**config.mk**
```make
export PLATFORM = sky130hd
export DESIGN_NAME = warp_ctl_receiver
export DESIGN_NICKNAME = d
export VERILOG_FILES = /design/src/rtl/warp_ctl_receiver.sv
export SDC_FILE = /design/constraint.sdc
export NUM_CORES = 1
export LEC_CHECK = 0
export ABC_AREA = 1
export BUFFER_PORTS_ARGS = -buffer_cell sky130_fd_sc_hd__buf_2
export CORE_UTILIZATION = 55
export CTS_CLUSTER_DIAMETER = 50
export CTS_CLUSTER_SIZE = 8
export DETAILED_ROUTE_END_ITERATION = 10
export HOLD_SLACK_MARGIN = 0.08
export PLACE_DENSITY = 0.83
export SETUP_SLACK_MARGIN = 0.2
export SYNTH_ARGS = -nofsm -noshare
export SYNTH_HDL_FRONTEND = slang
export SYNTH_SLANG_ARGS = --single-unit
```
**constraint.sdc**
```tcl
create_clock -name clk -period 4 [get_ports clk]
set_input_delay 0.4 -clock clk [delete_from_list [all_inputs] [get_ports clk]]
set_output_delay 0.4 -clock clk [all_outputs]
set_load 0.1 [all_outputs]
```
**src/rtl/warp_ctl_receiver.sv**
```systemverilog
// Warp-control receiver: applies tmc / wspawn / barrier events to per-warp state
// and serialises spawns to the scheduler. Optional perf counters: WARP_CTL_PERF_EN.
module warp_ctl_receiver #(
    parameter int NUM_WARPS    = 4,
    parameter int NUM_THREADS  = 4,
    parameter int NUM_BARRIERS = 4,
    localparam int NW_BITS     = $clog2(NUM_WARPS),
    localparam int NB_BITS     = $clog2(NUM_BARRIERS)
) (
    input  logic                   clk,
    input  logic                   reset,
    input  logic                   ctl_valid,
    input  logic [NW_BITS-1:0]     ctl_wid,
    input  logic                   tmc_valid,
    input  logic [NUM_THREADS-1:0] tmc_tmask,
    input  logic                   wspawn_valid,
    input  logic [NUM_WARPS-1:0]   wspawn_wmask,
    input  logic [31:0]            wspawn_pc,
    input  logic                   bar_valid,
    input  logic [NB_BITS-1:0]     bar_id,
    input  logic [NW_BITS-1:0]     bar_size_m1,
    output logic [NUM_WARPS-1:0]   active_warps,
    output logic [NUM_WARPS-1:0]   stalled_warps,
    input  logic [NW_BITS-1:0]     sched_wid,
    output logic [NUM_THREADS-1:0] sched_tmask,
    output logic                   spawn_valid,
    output logic [NW_BITS-1:0]     spawn_wid,
    output logic [31:0]            spawn_pc,
    input  logic                   spawn_ready,
    output logic                   wspawn_busy,
    output logic                   spawn_overrun
`ifdef WARP_CTL_PERF_EN
    ,
    output logic [31:0]            perf_bar_stall_cycles,
    output logic [31:0]            perf_spawns
`endif
);

    typedef enum logic {IDLE, SPAWN} state_t;

    state_t                 state_q, state_d;
    logic [NUM_WARPS-1:0]   pend_q, pend_d;
    logic [31:0]            pc_q, pc_d;
    logic                   overrun_q, overrun_d;
    logic [NUM_WARPS-1:0]   active_q, active_d;
    logic [NUM_WARPS-1:0]   stalled_q, stalled_d;
    logic [NUM_THREADS-1:0] tmask_q [NUM_WARPS];
    logic [NUM_THREADS-1:0] tmask_d [NUM_WARPS];
    logic [NW_BITS-1:0]     bar_cnt_q [NUM_BARRIERS];
    logic [NW_BITS-1:0]     bar_cnt_d [NUM_BARRIERS];
    logic [NUM_WARPS-1:0]   bar_mask_q [NUM_BARRIERS];
    logic [NUM_WARPS-1:0]   bar_mask_d [NUM_BARRIERS];

    logic                   tmc_ev, wspawn_ev, bar_ev;
    logic                   handshake;
    logic                   found;
    logic [NW_BITS-1:0]     low_wid;
    logic [NUM_WARPS-1:0]   new_pend;

    always_comb begin
        tmc_ev    = ctl_valid && tmc_valid;
        wspawn_ev = ctl_valid && !tmc_valid && wspawn_valid;
        bar_ev    = ctl_valid && !tmc_valid && !wspawn_valid && bar_valid;
        handshake = (state_q == SPAWN) && spawn_ready;
    end

    always_comb begin
        low_wid = '0;
        found   = 1'b0;
        for (int unsigned i = 0; i < NUM_WARPS; i++) begin
            if (pend_q[i] && !found) begin
                low_wid = NW_BITS'(i);
                found   = 1'b1;
            end
        end
    end

    always_comb begin
        state_d    = state_q;
        pend_d     = pend_q;
        pc_d       = pc_q;
        overrun_d  = overrun_q;
        active_d   = active_q;
        stalled_d  = stalled_q;
        tmask_d    = tmask_q;
        bar_cnt_d  = bar_cnt_q;
        bar_mask_d = bar_mask_q;
        new_pend   = '0;

        // Order matters: spawn's active-set beats a tmc clear, tmc's tmask beats spawn's.
        if (tmc_ev && tmc_tmask == '0) begin
            active_d[ctl_wid] = 1'b0;
        end
        if (handshake) begin
            pend_d[low_wid]   = 1'b0;
            active_d[low_wid] = 1'b1;
            tmask_d[low_wid]  = NUM_THREADS'(1);
        end
        if (tmc_ev) begin
            tmask_d[ctl_wid] = tmc_tmask;
        end

        if (wspawn_ev) begin
            // Mask against active_d so a warp handshaking this cycle is not queued twice.
            new_pend = wspawn_wmask & ~(NUM_WARPS'(1) << ctl_wid) & ~active_d;
            pc_d     = wspawn_pc;
            if (state_q == IDLE) begin
                pend_d = new_pend;
            end else begin
                pend_d    = pend_d | new_pend;
                overrun_d = 1'b1;
            end
        end

        if (bar_ev) begin
            if (bar_cnt_q[bar_id] == bar_size_m1) begin
                stalled_d          = stalled_d & ~bar_mask_q[bar_id];
                bar_cnt_d[bar_id]  = '0;
                bar_mask_d[bar_id] = '0;
            end else begin
                bar_cnt_d[bar_id]           = bar_cnt_q[bar_id] + NW_BITS'(1);
                bar_mask_d[bar_id][ctl_wid] = 1'b1;
                stalled_d[ctl_wid]          = 1'b1;
            end
        end

        case (state_q)
            IDLE:    if (pend_d != '0) state_d = SPAWN;
            SPAWN:   if (pend_d == '0) state_d = IDLE;
            default: state_d = IDLE;
        endcase
    end

    always_ff @(posedge clk or posedge reset) begin
        if (reset) begin
            state_q   <= IDLE;
            pend_q    <= '0;
            pc_q      <= '0;
            overrun_q <= 1'b0;
            active_q  <= NUM_WARPS'(1);
            stalled_q <= '0;
            for (int unsigned w = 0; w < NUM_WARPS; w++) begin
                if (w == 0) tmask_q[w] <= NUM_THREADS'(1);
                else        tmask_q[w] <= '0;
            end
            for (int unsigned b = 0; b < NUM_BARRIERS; b++) begin
                bar_cnt_q[b]  <= '0;
                bar_mask_q[b] <= '0;
            end
        end else begin
            state_q    <= state_d;
            pend_q     <= pend_d;
            pc_q       <= pc_d;
            overrun_q  <= overrun_d;
            active_q   <= active_d;
            stalled_q  <= stalled_d;
            tmask_q    <= tmask_d;
            bar_cnt_q  <= bar_cnt_d;
            bar_mask_q <= bar_mask_d;
        end
    end

    assign active_warps  = active_q;
    assign stalled_warps = stalled_q;
    assign sched_tmask   = tmask_q[sched_wid];
    assign spawn_valid   = (state_q == SPAWN);
    assign spawn_wid     = low_wid;
    assign spawn_pc      = pc_q;
    assign wspawn_busy   = (state_q != IDLE);
    assign spawn_overrun = overrun_q;

    // A stalled warp cannot issue, so it can never arrive at a barrier again.
    bar_from_stalled_warp: assert property (
        @(posedge clk) disable iff (reset) bar_ev |-> !stalled_q[ctl_wid]
    );

`ifdef WARP_CTL_PERF_EN
    logic [31:0] perf_stall_q, perf_stall_d;
    logic [31:0] perf_spawn_q, perf_spawn_d;

    always_comb begin
        perf_stall_d = perf_stall_q + 32'(stalled_q != '0);
        perf_spawn_d = perf_spawn_q + 32'(handshake);
    end

    always_ff @(posedge clk or posedge reset) begin
        if (reset) begin
            perf_stall_q <= '0;
            perf_spawn_q <= '0;
        end else begin
            perf_stall_q <= perf_stall_d;
            perf_spawn_q <= perf_spawn_d;
        end
    end

    assign perf_bar_stall_cycles = perf_stall_q;
    assign perf_spawns           = perf_spawn_q;
`endif

endmodule

```
==> impl_metrics.prom <==
# TYPE chip_impl_metric gauge
chip_impl_metric{name="floorplan.initialDensity",unit="%"} 57.1
chip_impl_metric{name="postCtsSetupRepairBufs",unit=""} 0
chip_impl_metric{name="maxCapViolCount",unit=""} 0
chip_impl_info{name="cts.root.buffer_cell",value="sky130_fd_sc_hd__clkbuf_8"} 1
chip_impl_metric{name="seq_area",unit="mm^2"} 0.00215
chip_impl_metric{name="route.final.wire_length",unit="um"} 9180
chip_impl_metric{name="finalSetupViolations",unit=""} 0
chip_impl_metric{name="critPathRequiredTime",unit="ns"} 4.26
chip_impl_metric{name="fp.dieH",unit="um"} 86.2
chip_impl_metric{name="post_route_cells_drive_above_1_share",unit="%"} 23.7
chip_impl_metric{name="cts.sinks",unit=""} 86
chip_impl_metric{name="tightestPinTransition",unit="ns"} 0.924
chip_impl_metric{name="clock_latency",unit="ns"} 0.36
chip_impl_metric{name="synth-seq-area-share",unit="%"} 55.2
chip_impl_metric{name="fin_crit_period",unit="ns"} 2.14
chip_impl_metric{name="grtUsageMet2",unit="%"} 41.0
chip_impl_metric{name="drt_pass1_iterations",unit=""} 5
chip_impl_metric{name="timing.final.max_slew_violations",unit=""} 0
chip_impl_metric{name="max-slew-margin-rel",unit="%"} 38.3
chip_impl_metric{name="average_wire_per_cell_in_the_routed_design",unit="um"} 13.4
chip_impl_metric{name="n_fill_cell",unit=""} 562
chip_impl_info{name="cp-start-kind",value="input port"} 1
chip_impl_info{name="layout.cells.most_common",value="sky130_fd_sc_hd__nand2_1"} 1
chip_impl_metric{name="io_buffers",unit=""} 103
chip_impl_metric{name="grtUsageMet3",unit="%"} 8.38
chip_impl_info{name="worstHoldPathType",value="input port to async pin"} 1
chip_impl_info{name="cts_tree",value="yes"} 1
chip_impl_info{name="synth_flop_cell",value="sky130_fd_sc_hd__dfrtp_1"} 1
chip_impl_metric{name="hpwlAfterDp",unit="um"} 6730
chip_impl_info{name="netlist_top_cells_area",value="sky130_fd_sc_hd__dfrtp_1 54%, sky130_fd_sc_hd__nand2_1 17%, sky130_fd_sc_hd__nand3_1 4.5%, sky130_fd_sc_hd__inv_1 4.4%, sky130_fd_sc_hd__nor2_1 3.9%"} 1
chip_impl_info{name="end_kind",value="register"} 1
chip_impl_metric{name="power_density",unit="mW/mm^2"} 665
chip_impl_metric{name="synth_cells",unit=""} 480
chip_impl_metric{name="area_of_the_multi_input_gates",unit="mm^2"} 0.00151
chip_impl_metric{name="design.portCount",unit=""} 104
chip_impl_metric{name="tritoncts.num_buffers",unit=""} 9
chip_impl_metric{name="cts_repair_resize_count",unit=""} 0
chip_impl_metric{name="drt_drc_violations_left",unit=""} 0
chip_impl_metric{name="vdd_drop_max",unit="V"} 0.000512
chip_impl_metric{name="detailedRoute.firstIterationViolations",unit=""} 189
chip_impl_info{name="worst_r2r_startpoint",value="pend_q[1]"} 1
chip_impl_metric{name="worst_ep_arrival_time",unit="ns"} 2.39
chip_impl_metric{name="cts_max_path_buffers",unit=""} 2
chip_impl_info{name="netlist.top_cell.by_area",value="sky130_fd_sc_hd__dfrtp_1"} 1
chip_impl_metric{name="ys.warnings.count",unit=""} 0
chip_impl_metric{name="postSynthRegisterBits",unit=""} 86
chip_impl_metric{name="first_global_vias",unit=""} 3345
chip_impl_metric{name="critical_path.max_fanout",unit=""} 38
chip_impl_info{name="crit_type",value="input port to register"} 1
chip_impl_metric{name="core.rowCount",unit=""} 30
chip_impl_metric{name="yosysTopAreaCellShare",unit="%"} 53.9
chip_impl_metric{name="antenna_violations_before_repair",unit=""} 0
chip_impl_metric{name="netlist-cell-type-count",unit=""} 29
chip_impl_metric{name="clkSlewWorstSetupHoldPaths",unit="ns"} 0.09
chip_impl_metric{name="global_route.usage.met1",unit="%"} 37.0
chip_impl_metric{name="die_area",unit="mm^2"} 0.00743
chip_impl_metric{name="via_count",unit=""} 3501
chip_impl_metric{name="global_route.overflow_total",unit=""} 0
chip_impl_metric{name="grt_first_pass_wirelength",unit="um"} 15300
chip_impl_info{name="layout.cells.most_common_list",value="180 x sky130_fd_sc_hd__nand2_1, 103 x sky130_fd_sc_hd__buf_2, 84 x sky130_fd_sc_hd__dfrtp_1, 45 x sky130_fd_sc_hd__inv_1, 41 x sky130_fd_sc_hd__nor2_1"} 1
chip_impl_metric{name="postSynthNetCount",unit=""} 535
chip_impl_metric{name="final_antenna_net_count",unit=""} 0
chip_impl_metric{name="layout_worst_path_cycle_share",unit="%"} 53.4
chip_impl_metric{name="grt_start_max_net_pins",unit=""} 53
chip_impl_info{name="grt_most_used_layer",value="met2"} 1
chip_impl_metric{name="post_cts_hold_buffer_count",unit=""} 0
chip_impl_metric{name="asyncSetResetFlopFracSynth",unit="%"} 100
chip_impl_metric{name="viasPerCell",unit=""} 5.10
chip_impl_metric{name="synthesized_area_per_cell",unit="um^2"} 8.12
chip_impl_metric{name="num-nets-final",unit=""} 641
chip_impl_metric{name="placer_s_final_routability_congestion_estimate",unit=""} 0.870
chip_impl_metric{name="grt_overall_usage",unit="%"} 27.0
chip_impl_metric{name="total_standard_cell_area_after_synthesis",unit="mm^2"} 0.00390
chip_impl_metric{name="die_x",unit="um"} 86.2
chip_impl_metric{name="cts-htree-levels",unit=""} 3
chip_impl_metric{name="syn_to_final_growth",unit="%"} 21.0
chip_impl_metric{name="diodes",unit=""} 0
chip_impl_metric{name="hold_viol",unit=""} 0
chip_impl_info{name="rsz_0062_raised_after_global_routing",value="false"} 1
chip_impl_info{name="status",value="finished clean"} 1
chip_impl_metric{name="final.setup.tns",unit="ns"} 0
chip_impl_metric{name="finalPower",unit="mW"} 3.14
chip_impl_metric{name="clock_skew",unit="ns"} 0.00915
chip_impl_metric{name="core",unit="mm^2"} 0.00683
chip_impl_metric{name="count_of_flip_flops_with_a_built_in_enable_after_synthesis",unit=""} 0
chip_impl_metric{name="power.static_leakage",unit="nW"} 2.61
chip_impl_metric{name="timing.fmax",unit="MHz"} 468
chip_impl_info{name="startpoint",value="tmc_valid"} 1
[flip-flops by register name (all words and copies together), names as in the netlist]
| name | cells |
|---|---|
| bar_mask_q | 16 |
| spawn_overrun | 1 |
| pend_q | 4 |
| spawn_pc | 32 |
| active_warps | 4 |
| bar_cnt_q | 8 |
| spawn_valid | 1 |
| stalled_warps | 4 |
| tmask_q | 16 |
[worst paths after layout]
kind	cells past startpoint	slack [ns]	endpoint
max	10	1.86	spawn_valid
min	2	0.17	spawn_pc[24]
min in group clk	3	0.22	spawn_pc[9]
min reg2reg	2	0.49	spawn_pc[7]
max in group asynchronous	3	2.86	tmask_q[12]
max reg2reg	6	2.39	spawn_valid
[power by group]
group	switching, mW	total (mW)	internal (mW)
Combinational	1.08	1.31	0.230
Clock	0.331	0.661	0.329
Sequential	0.113	1.17	1.05
Total	1.53	3.14	1.61
[cells by family (layout without fill, tap and decap cells)]
family	after synthesis	in the layout	share of synthesized area (%)
and+or+nand+nor	275	275	29.8
DFF	86	86	55.2
AOI/OAI and AO/OA	60	60	8.73
buffers and inverters	58	169	5.97
xor gates and xnor gates	1	1	0.225
[layout make-up]
class | count | share of cell area (%)
Multi-Input combinational cell | 336 | 32.1
Clock inverter | 5 | 1.38
Sequential cell | 86 | 45.7
Tap cell | 96 | 2.55
Inverter | 48 | 3.90
Clock buffer | 11 | 3.21
Timing Repair Buffer | 105 | 11.2
[layer usage]
metal	vias up	share of wire (%)
met3	18	6.5
met1	1617	45
met5	-	0
met2	129	47
li1	1737	-
met4	0	2.0
[Yosys cell counts (2+ instances only)]
master,number
sky130_fd_sc_hd__a21oi_1,17
sky130_fd_sc_hd__o21ai_0,26
sky130_fd_sc_hd__o2111ai_1,3
sky130_fd_sc_hd__inv_1,46
sky130_fd_sc_hd__dfrtp_1,84
sky130_fd_sc_hd__o22ai_1,5
sky130_fd_sc_hd__nand4_1,3
sky130_fd_sc_hd__o21bai_1,7
sky130_fd_sc_hd__buf_1,5
sky130_fd_sc_hd__nand3_1,35
sky130_fd_sc_hd__nor2_4,5
sky130_fd_sc_hd__nand2_2,6
sky130_fd_sc_hd__nand2_1,180
sky130_fd_sc_hd__clkbuf_1,2
sky130_fd_sc_hd__nor2_1,41
sky130_fd_sc_hd__dfstp_2,2
[metrics by stage]
step	setup slack, ns	area, um^2	std cells	hold WS [ns]	utilization [%]
global placement	1.61	4500	671	0.458	65.9
finish	1.86	4720	687	0.170	69.1
floorplan	1.33	3900	480	0.449	-
CTS	1.87	4720	687	0.204	69.1
global route	1.54	4720	687	0.209	69.1
detailed placement	1.48	4500	671	0.461	65.9
[critical path: stages]
cell and delay [ns]:
sky130_fd_sc_hd__buf_2 0.11, sky130_fd_sc_hd__nor2_2 0.15, sky130_fd_sc_hd__nand2_1 0.07, sky130_fd_sc_hd__buf_4 0.25
sky130_fd_sc_hd__inv_1 0.72, sky130_fd_sc_hd__nand2_1 0.26, sky130_fd_sc_hd__o211ai_1 0.17, sky130_fd_sc_hd__nand2_1 0.10
sky130_fd_sc_hd__nor2_1 0.09, sky130_fd_sc_hd__nand2_1 0.05
Note: power is estimated with default switching activity, not from simulation.
